File: config.mk
export PLATFORM = sky130hd
export DESIGN_NAME = random_generator_flat
export DESIGN_NICKNAME = d
export VERILOG_FILES = /design/src/rtl/random_generator_if.sv /design/src/rtl/random_generator.sv /design/src/flat_wrapper.sv
export SDC_FILE = /design/constraint.sdc
export NUM_CORES = 1
export LEC_CHECK = 0
export CAP_MARGIN = 20
export CORE_AREA = 3 3 72 54
export DETAILED_ROUTE_END_ITERATION = 7
export DIE_AREA = 0 0 75 57
export GPL_ROUTABILITY_DRIVEN = 1
export PLACE_DENSITY = 0.8
export SLEW_MARGIN = 15
export SYNTH_ARGS = -nofsm -noshare
export SYNTH_HDL_FRONTEND = slang
export SYNTH_SLANG_ARGS = --single-unit
File: constraint.sdc
create_clock -name clock -period 3.1 [get_ports clock]
set_clock_uncertainty 0.1 [all_clocks]
set_input_delay 0.62 -clock clock [delete_from_list [all_inputs] [get_ports clock]]
set_output_delay 0.62 -clock clock [all_outputs]
set_load 0.01 [all_outputs]
File: src/rtl/random_generator_if.sv
// random_generator_if
//   Request/response bundle between a random-number consumer and
//   random_generator.
//   en_rng       : draw request (consumer -> generator)
//   rng_out      : last generated 16-bit word
//   rng_out_4bit : {12'h000, rng_out[3:0]}
//   done         : one-cycle strobe, outputs valid from this cycle on
interface random_generator_if;
    logic        en_rng;
    logic [15:0] rng_out;
    logic [15:0] rng_out_4bit;
    logic        done;

    modport master (output en_rng, input rng_out, rng_out_4bit, done);
    modport slave  (input en_rng, output rng_out, rng_out_4bit, done);
endinterface

File: src/rtl/random_generator.sv
// random_generator
//   16-bit maximal-length Fibonacci LFSR (x^16+x^14+x^13+x^11+1).
//   A request sampled in IDLE shifts 16 fresh bits into the LFSR, then
//   publishes the word and a one-cycle done strobe.
//   clock : rising-edge clock
//   nrst  : asynchronous, active-high reset
//   bus   : slave side of random_generator_if (en_rng in; rng_out,
//           rng_out_4bit, done out)
module random_generator #(
    parameter logic [15:0] SEED = 16'hACE1
) (
    input  logic                clock,
    input  logic                nrst,
    random_generator_if.slave   bus
);
    typedef enum logic [1:0] {IDLE, SHIFT, LOAD} state_t;

    state_t      state_q, state_d;
    logic [3:0]  cnt_q, cnt_d;
    logic [15:0] s_q, s_d;
    logic [15:0] rng_q, rng_d;
    logic [15:0] rng4_q, rng4_d;
    logic        done_q, done_d;
    logic        fb;

    assign fb = s_q[15] ^ s_q[13] ^ s_q[12] ^ s_q[10];

    // State register plus datapath flops
    always_ff @(posedge clock or posedge nrst) begin
        if (nrst) begin
            state_q <= IDLE;
            cnt_q   <= 4'd0;
            s_q     <= SEED;
            rng_q   <= 16'h0000;
            rng4_q  <= 16'h0000;
            done_q  <= 1'b0;
        end else begin
            state_q <= state_d;
            cnt_q   <= cnt_d;
            s_q     <= s_d;
            rng_q   <= rng_d;
            rng4_q  <= rng4_d;
            done_q  <= done_d;
        end
    end

    // Next-state logic; en_rng only matters in IDLE, so requests are never queued
    always_comb begin
        state_d = state_q;
        case (state_q)
            IDLE:    if (bus.en_rng) state_d = SHIFT;
            SHIFT:   if (cnt_q == 4'd15) state_d = LOAD;
            LOAD:    state_d = IDLE;
            default: state_d = IDLE;
        endcase
    end

    // Output / datapath logic
    always_comb begin
        s_d    = s_q;
        cnt_d  = cnt_q;
        rng_d  = rng_q;
        rng4_d = rng4_q;
        done_d = 1'b0;
        case (state_q)
            IDLE: if (bus.en_rng) cnt_d = 4'd0;
            SHIFT: begin
                // An all-zero LFSR would lock up; reseed instead of shifting
                s_d   = (s_q == 16'h0000) ? SEED : {s_q[14:0], fb};
                cnt_d = cnt_q + 4'd1;
            end
            LOAD: begin
                rng_d  = s_q;
                rng4_d = {12'h000, s_q[3:0]};
                done_d = 1'b1;
            end
            default: ;
        endcase
    end

    assign bus.rng_out      = rng_q;
    assign bus.rng_out_4bit = rng4_q;
    assign bus.done         = done_q;
endmodule

File: src/flat_wrapper.sv
// flat-port wrapper written by rule: the top's interface ports become plain ports
module random_generator_flat 
#(
    parameter logic [15:0] SEED = 16'hACE1
)
  (clock, nrst, bus_en_rng, bus_rng_out, bus_rng_out_4bit, bus_done);
  random_generator_if bus_i ();
  input  logic clock;
  input  logic nrst;
  input wire logic [$bits(bus_i.en_rng)-1:0] bus_en_rng;
  output wire logic [$bits(bus_i.rng_out)-1:0] bus_rng_out;
  output wire logic [$bits(bus_i.rng_out_4bit)-1:0] bus_rng_out_4bit;
  output wire logic [$bits(bus_i.done)-1:0] bus_done;
  assign bus_i.en_rng = bus_en_rng;
  assign bus_rng_out = bus_i.rng_out;
  assign bus_rng_out_4bit = bus_i.rng_out_4bit;
  assign bus_done = bus_i.done;
  random_generator #(.SEED(SEED)) u_core (.clock(clock), .nrst(nrst), .bus(bus_i));
endmodule
# [Word level (Yosys, flattened, before mapping)]
# Cells that the tools add are included.
[totals] reg_bits=43 in_bits=3
[op_classes] addsub=1 n_eq_ne=5 mux=7 bitwise_logic=3 reduce_logical=5
[op_table] op="$logic_not 16->1" count=1
[op_table] op="$mux 16" count=1
[op_table] op="$pmux 4 s2" count=1
[op_table] op="$add 4x1->4 const B" count=1
[op_table] op="$eq 4x4->1 const B" count=1
[op_table] op="$mux 2" count=2
[op_table] op="$mux 4" count=1
[op_table] op="$pmux 2 s2" count=1
[op_table] op="$reduce_and 2->1" count=2
[op_table] op="$xor 1x1->1" count=3
[op_table] op="$eq 2x1->1 const B" count=1
[op_table] op="$eq 2x2->1 const B" count=1
[op_table] op="$logic_not 2->1" count=1
[op_table] op="$ne 2x1->1 const B" count=1
[op_table] op="$ne 2x2->1 const B" count=1
[op_table] op="$reduce_bool 2->1" count=1
[op_table] op="$mux 1" count=1

# [Longest topological paths before layout]
[logic_depth] word_depth=4 mapped_depth=4 mapped_depth_nobuf=4

# [Worst setup path before layout]
# Ideal clock, no wire load.
[synth_path] kind="flip-flop to flip-flop" start="register u_core.s_q[8]" end="register u_core.s_q[10]" setup_ns=0.061 arrival_ns=1.587 required_ns=2.939 slack_ns=1.352 path_stages_with_launch=4 path_cell_list="dfrtp_1 or4_4 o41ai_4 o22a_1"
[synth_via] elab_chain_cells=2
[synth_lines] item="from (decl)" line="random_generator.sv:20" source="logic [15:0] s_q, s_d;"
[synth_lines] item="from (signal assigned)" line="random_generator.sv:33" source="s_q <= SEED;"
[synth_lines] item="from (signal assigned)" line="random_generator.sv:40" source="s_q <= s_d;"
[synth_lines] item="$logic_not 16->1" line="random_generator.sv:69" source="s_d = (s_q == 16'h0000) ? SEED : {s_q[14:0], fb};"
[synth_lines] item="$mux 16" line="random_generator.sv:69"
# Every way passes these cells.
# A chain may end at the register's enable or synchronous reset.

# [Final worst setup path]
[layout_path] start="register u_core.rng_q[2], in the netlist u_core.bus.rng_out[2]" end="output bus_rng_out[2]"
[layout_rtl] item="from (decl)" line="random_generator.sv:21" source="logic [15:0] rng_q, rng_d;"
[layout_rtl] item="from (signal assigned)" line="random_generator.sv:41" source="rng_q <= rng_d;"
[layout_rtl] item="to (decl)" line="flat_wrapper.sv:11" source="output wire logic [$bits(bus_i.rng_out)-1:0] bus_rng_out;"
# No word-level cell between the ends.

==> impl_metrics.json <==
{
  "outcome": "completed",
  "hp-class": "register to register",
  "final-setup-viol-count": 0,
  "grtUsageTotal_pct": 14.8,
  "cts_tree": "built",
  "grt_pass1_wl_um": 4690,
  "wl_um": 2810,
  "vias": 954,
  "clockRootBuffer": "clkbuf_8",
  "drc": 0,
  "critical_path.endpoint_type": "output port",
  "slowest_delay_ps": 550,
  "crit_path_cell_trace": "clkdlybuf4s50_1",
  "ir_drop_uv": 521,
  "hold_start": "u_core.bus.rng_out[9]$_DFFE_PP0P_",
  "hpwl_um": 1910,
  "synth_seq_area_share_pct": 58.3,
  "wire_per_inst_um": 15.7,
  "grt_max_degree": 40,
  "dp_cells": 171,
  "cts_hold_buffers": 0,
  "antenna_found_initial": 0,
  "die_x_um": 75,
  "finalNetCount": 144,
  "synthToLayoutAreaGrowth_pct": 19.9,
  "cp_slowest_cell": "clkdlybuf4s50_1",
  "fmaxAchievable_mhz": 518,
  "drive_gt1_share_pct": 34.8,
  "grt_pass1_vias": 962,
  "synth_area_um2": 1690,
  "fin_crit_ps": 1930,
  "clock-sinks": 39,
  "dieArea_um2": 4280,
  "drt_iter0_markers": 52,
  "io_buffers": 23,
  "ctsResizeCount": 0,
  "fin_tns_setup_ps": 0,
  "row_count": 17,
  "die_height_um": 57,
  "final_cells": 179,
  "critical_path_arrival_ps": 1210,
  "rsz0062_at_grt": "false",
  "cts_buffer_depth": 2,
  "crit_fanout": 3,
  "timing.final.crit_share_pct": 62.3,
  "n_antenna_cell": 0,
  "gp_congestion": 0.749,
  "ys_types": 25,
  "grt_overflow": 0,
  "io_pins": 36,
  "r2r-start": "u_core.s_q[8]$_DFFE_PP0P_",
  "yosysWarnings": 0,
  "core_area_um2": 3170,
  "postCtsSetupRepairBufs": 0,
  "start_util_pct": 53.4,
  "path_clk_slew_ps": 70,
  "worst-path-buf-inv": 1,
  "route.antenna.remaining_nets": 0,
  "syn_area_per_cell_um2": 14.6,
  "final_common_cell": "dfrtp_1",
  "cts_buffers": 5,
  "htree_levels": 2,
  "clock_latency_ps": 290,
  "hold_viol": 0,
  "p_per_area_nw_per_um2": 1070,
  "critPathTopFamily": "buffers and inverters",
  "required_ps": 2380,
  "p_leak_uw": 0.000912,
  "via_per_inst": 5.33,
  "worstSetupPathType": "register to output port",
  "final_cell_mix": "dfrtp_1 (31), mux2_2 (26), clkdlybuf4s50_1 (23), conb_1 (12), dfstp_2 (8)",
  "cp-startpoint": "u_core.bus.rng_out[2]$_DFFE_PP0P_",
  "ys_ff_latch": 39,
  "syn-instance-count": 116,
  "cp-start-kind": "register",
  "cap_violations": 0,
  "drt_first_pass_iters": 4,
  "drv_slew": 0
}
[flip-flops by register name (all words and copies together) (netlist names)]
name,cells
u_core.state_q,2
u_core.s_q,16
u_core.bus.done,1
u_core.cnt_q,4
u_core.bus.rng_out,16
[synth_stat cells, drive strengths merged]
master / number / share of area [%]
a41oi: 1 / 0.52
buf: 18 / 7.7
o41ai: 1 / 1.6
o21bai: 1 / 0.44
o22a: 8 / 4.2
or4: 4 / 2.4
conb: 1 / 0.22
ha: 1 / 0.74
inv: 1 / 0.22
xnor2: 2 / 1.0
xor2: 1 / 0.52
clkbuf: 2 / 0.44
mux2: 26 / 17
nand2b: 1 / 0.37
nor2: 1 / 0.22
dfrtp: 31 / 46
mux2i: 1 / 0.59
a22o: 3 / 1.6
dfstp: 8 / 12
nor2b: 2 / 0.74
and4: 1 / 0.52
nand3: 1 / 0.30
[layout make-up]
class / count / area [um^2]
well taps: 38 / 47.5
clock inverters: 2 / 60.1
flip-flops and latches: 39 / 986
repair buffers: 26 / 253
inverters: 1 / 3.75
fillers: 221 / 1140
multi-input cells: 67 / 606
clock buffers: 6 / 72.6
[worst paths after layout]
kind	endpoint	slack, ps	cells after the start
setup / recovery	bus_rng_out[2]	1170	1
hold / removal	u_core.bus.rng_out[9]$_DFFE_PP0P_	410	1
setup reg to reg	u_core.s_q[11]$_DFFE_PP1P_	1210	3
hold reg to reg	u_core.bus.rng_out[9]$_DFFE_PP0P_	410	1
max in group asynchronous	u_core.s_q[13]$_DFFE_PP1P_	1900	3
min in group asynchronous	u_core.bus.rng_out[2]$_DFFE_PP0P_	650	3
[cell families after synthesis]
kind of cell,Yosys count,synth area share (%)
simple gates,10,4.59
buf+inv,21,8.36
xor+xnor,3,1.55
compound gates,14,8.36
fa+ha+maj,1,0.740
mux,27,17.9
flops,39,58.3
other cells,1,0.222
[power breakdown]
part,switching (uW),internal (uW)
Sequential,199,757
Combinational,275,443
Clock,171,322
[layer usage]
metal | vias up | track usage (%) | wire, um
met4 | 0 | 6.09 | 53
met3 | 8 | 5.11 | 170
met2 | 34 | 20.3 | 1190
met1 | 475 | 21.1 | 1390
met5 | - | 0 | 0
li1 | 437 | - | -
[through the flow]
step | instance area, um^2 | power (uW) | hold WS (ps) | utilization, % | setup WS (ps)
global route | 2030 | 2300 | 436 | 64.0 | 1120
floorplan | 1730 | 1440 | 390 | - | 1350
global placement | 1900 | 1640 | 390 | 59.8 | 1260
CTS | 2030 | 2180 | 412 | 64.0 | 1140
detailed placement | 1900 | 1690 | 396 | 59.8 | 1230
finish | 2030 | 2170 | 410 | 64.0 | 1170
Note: power is estimated with default switching activity, not from simulation.
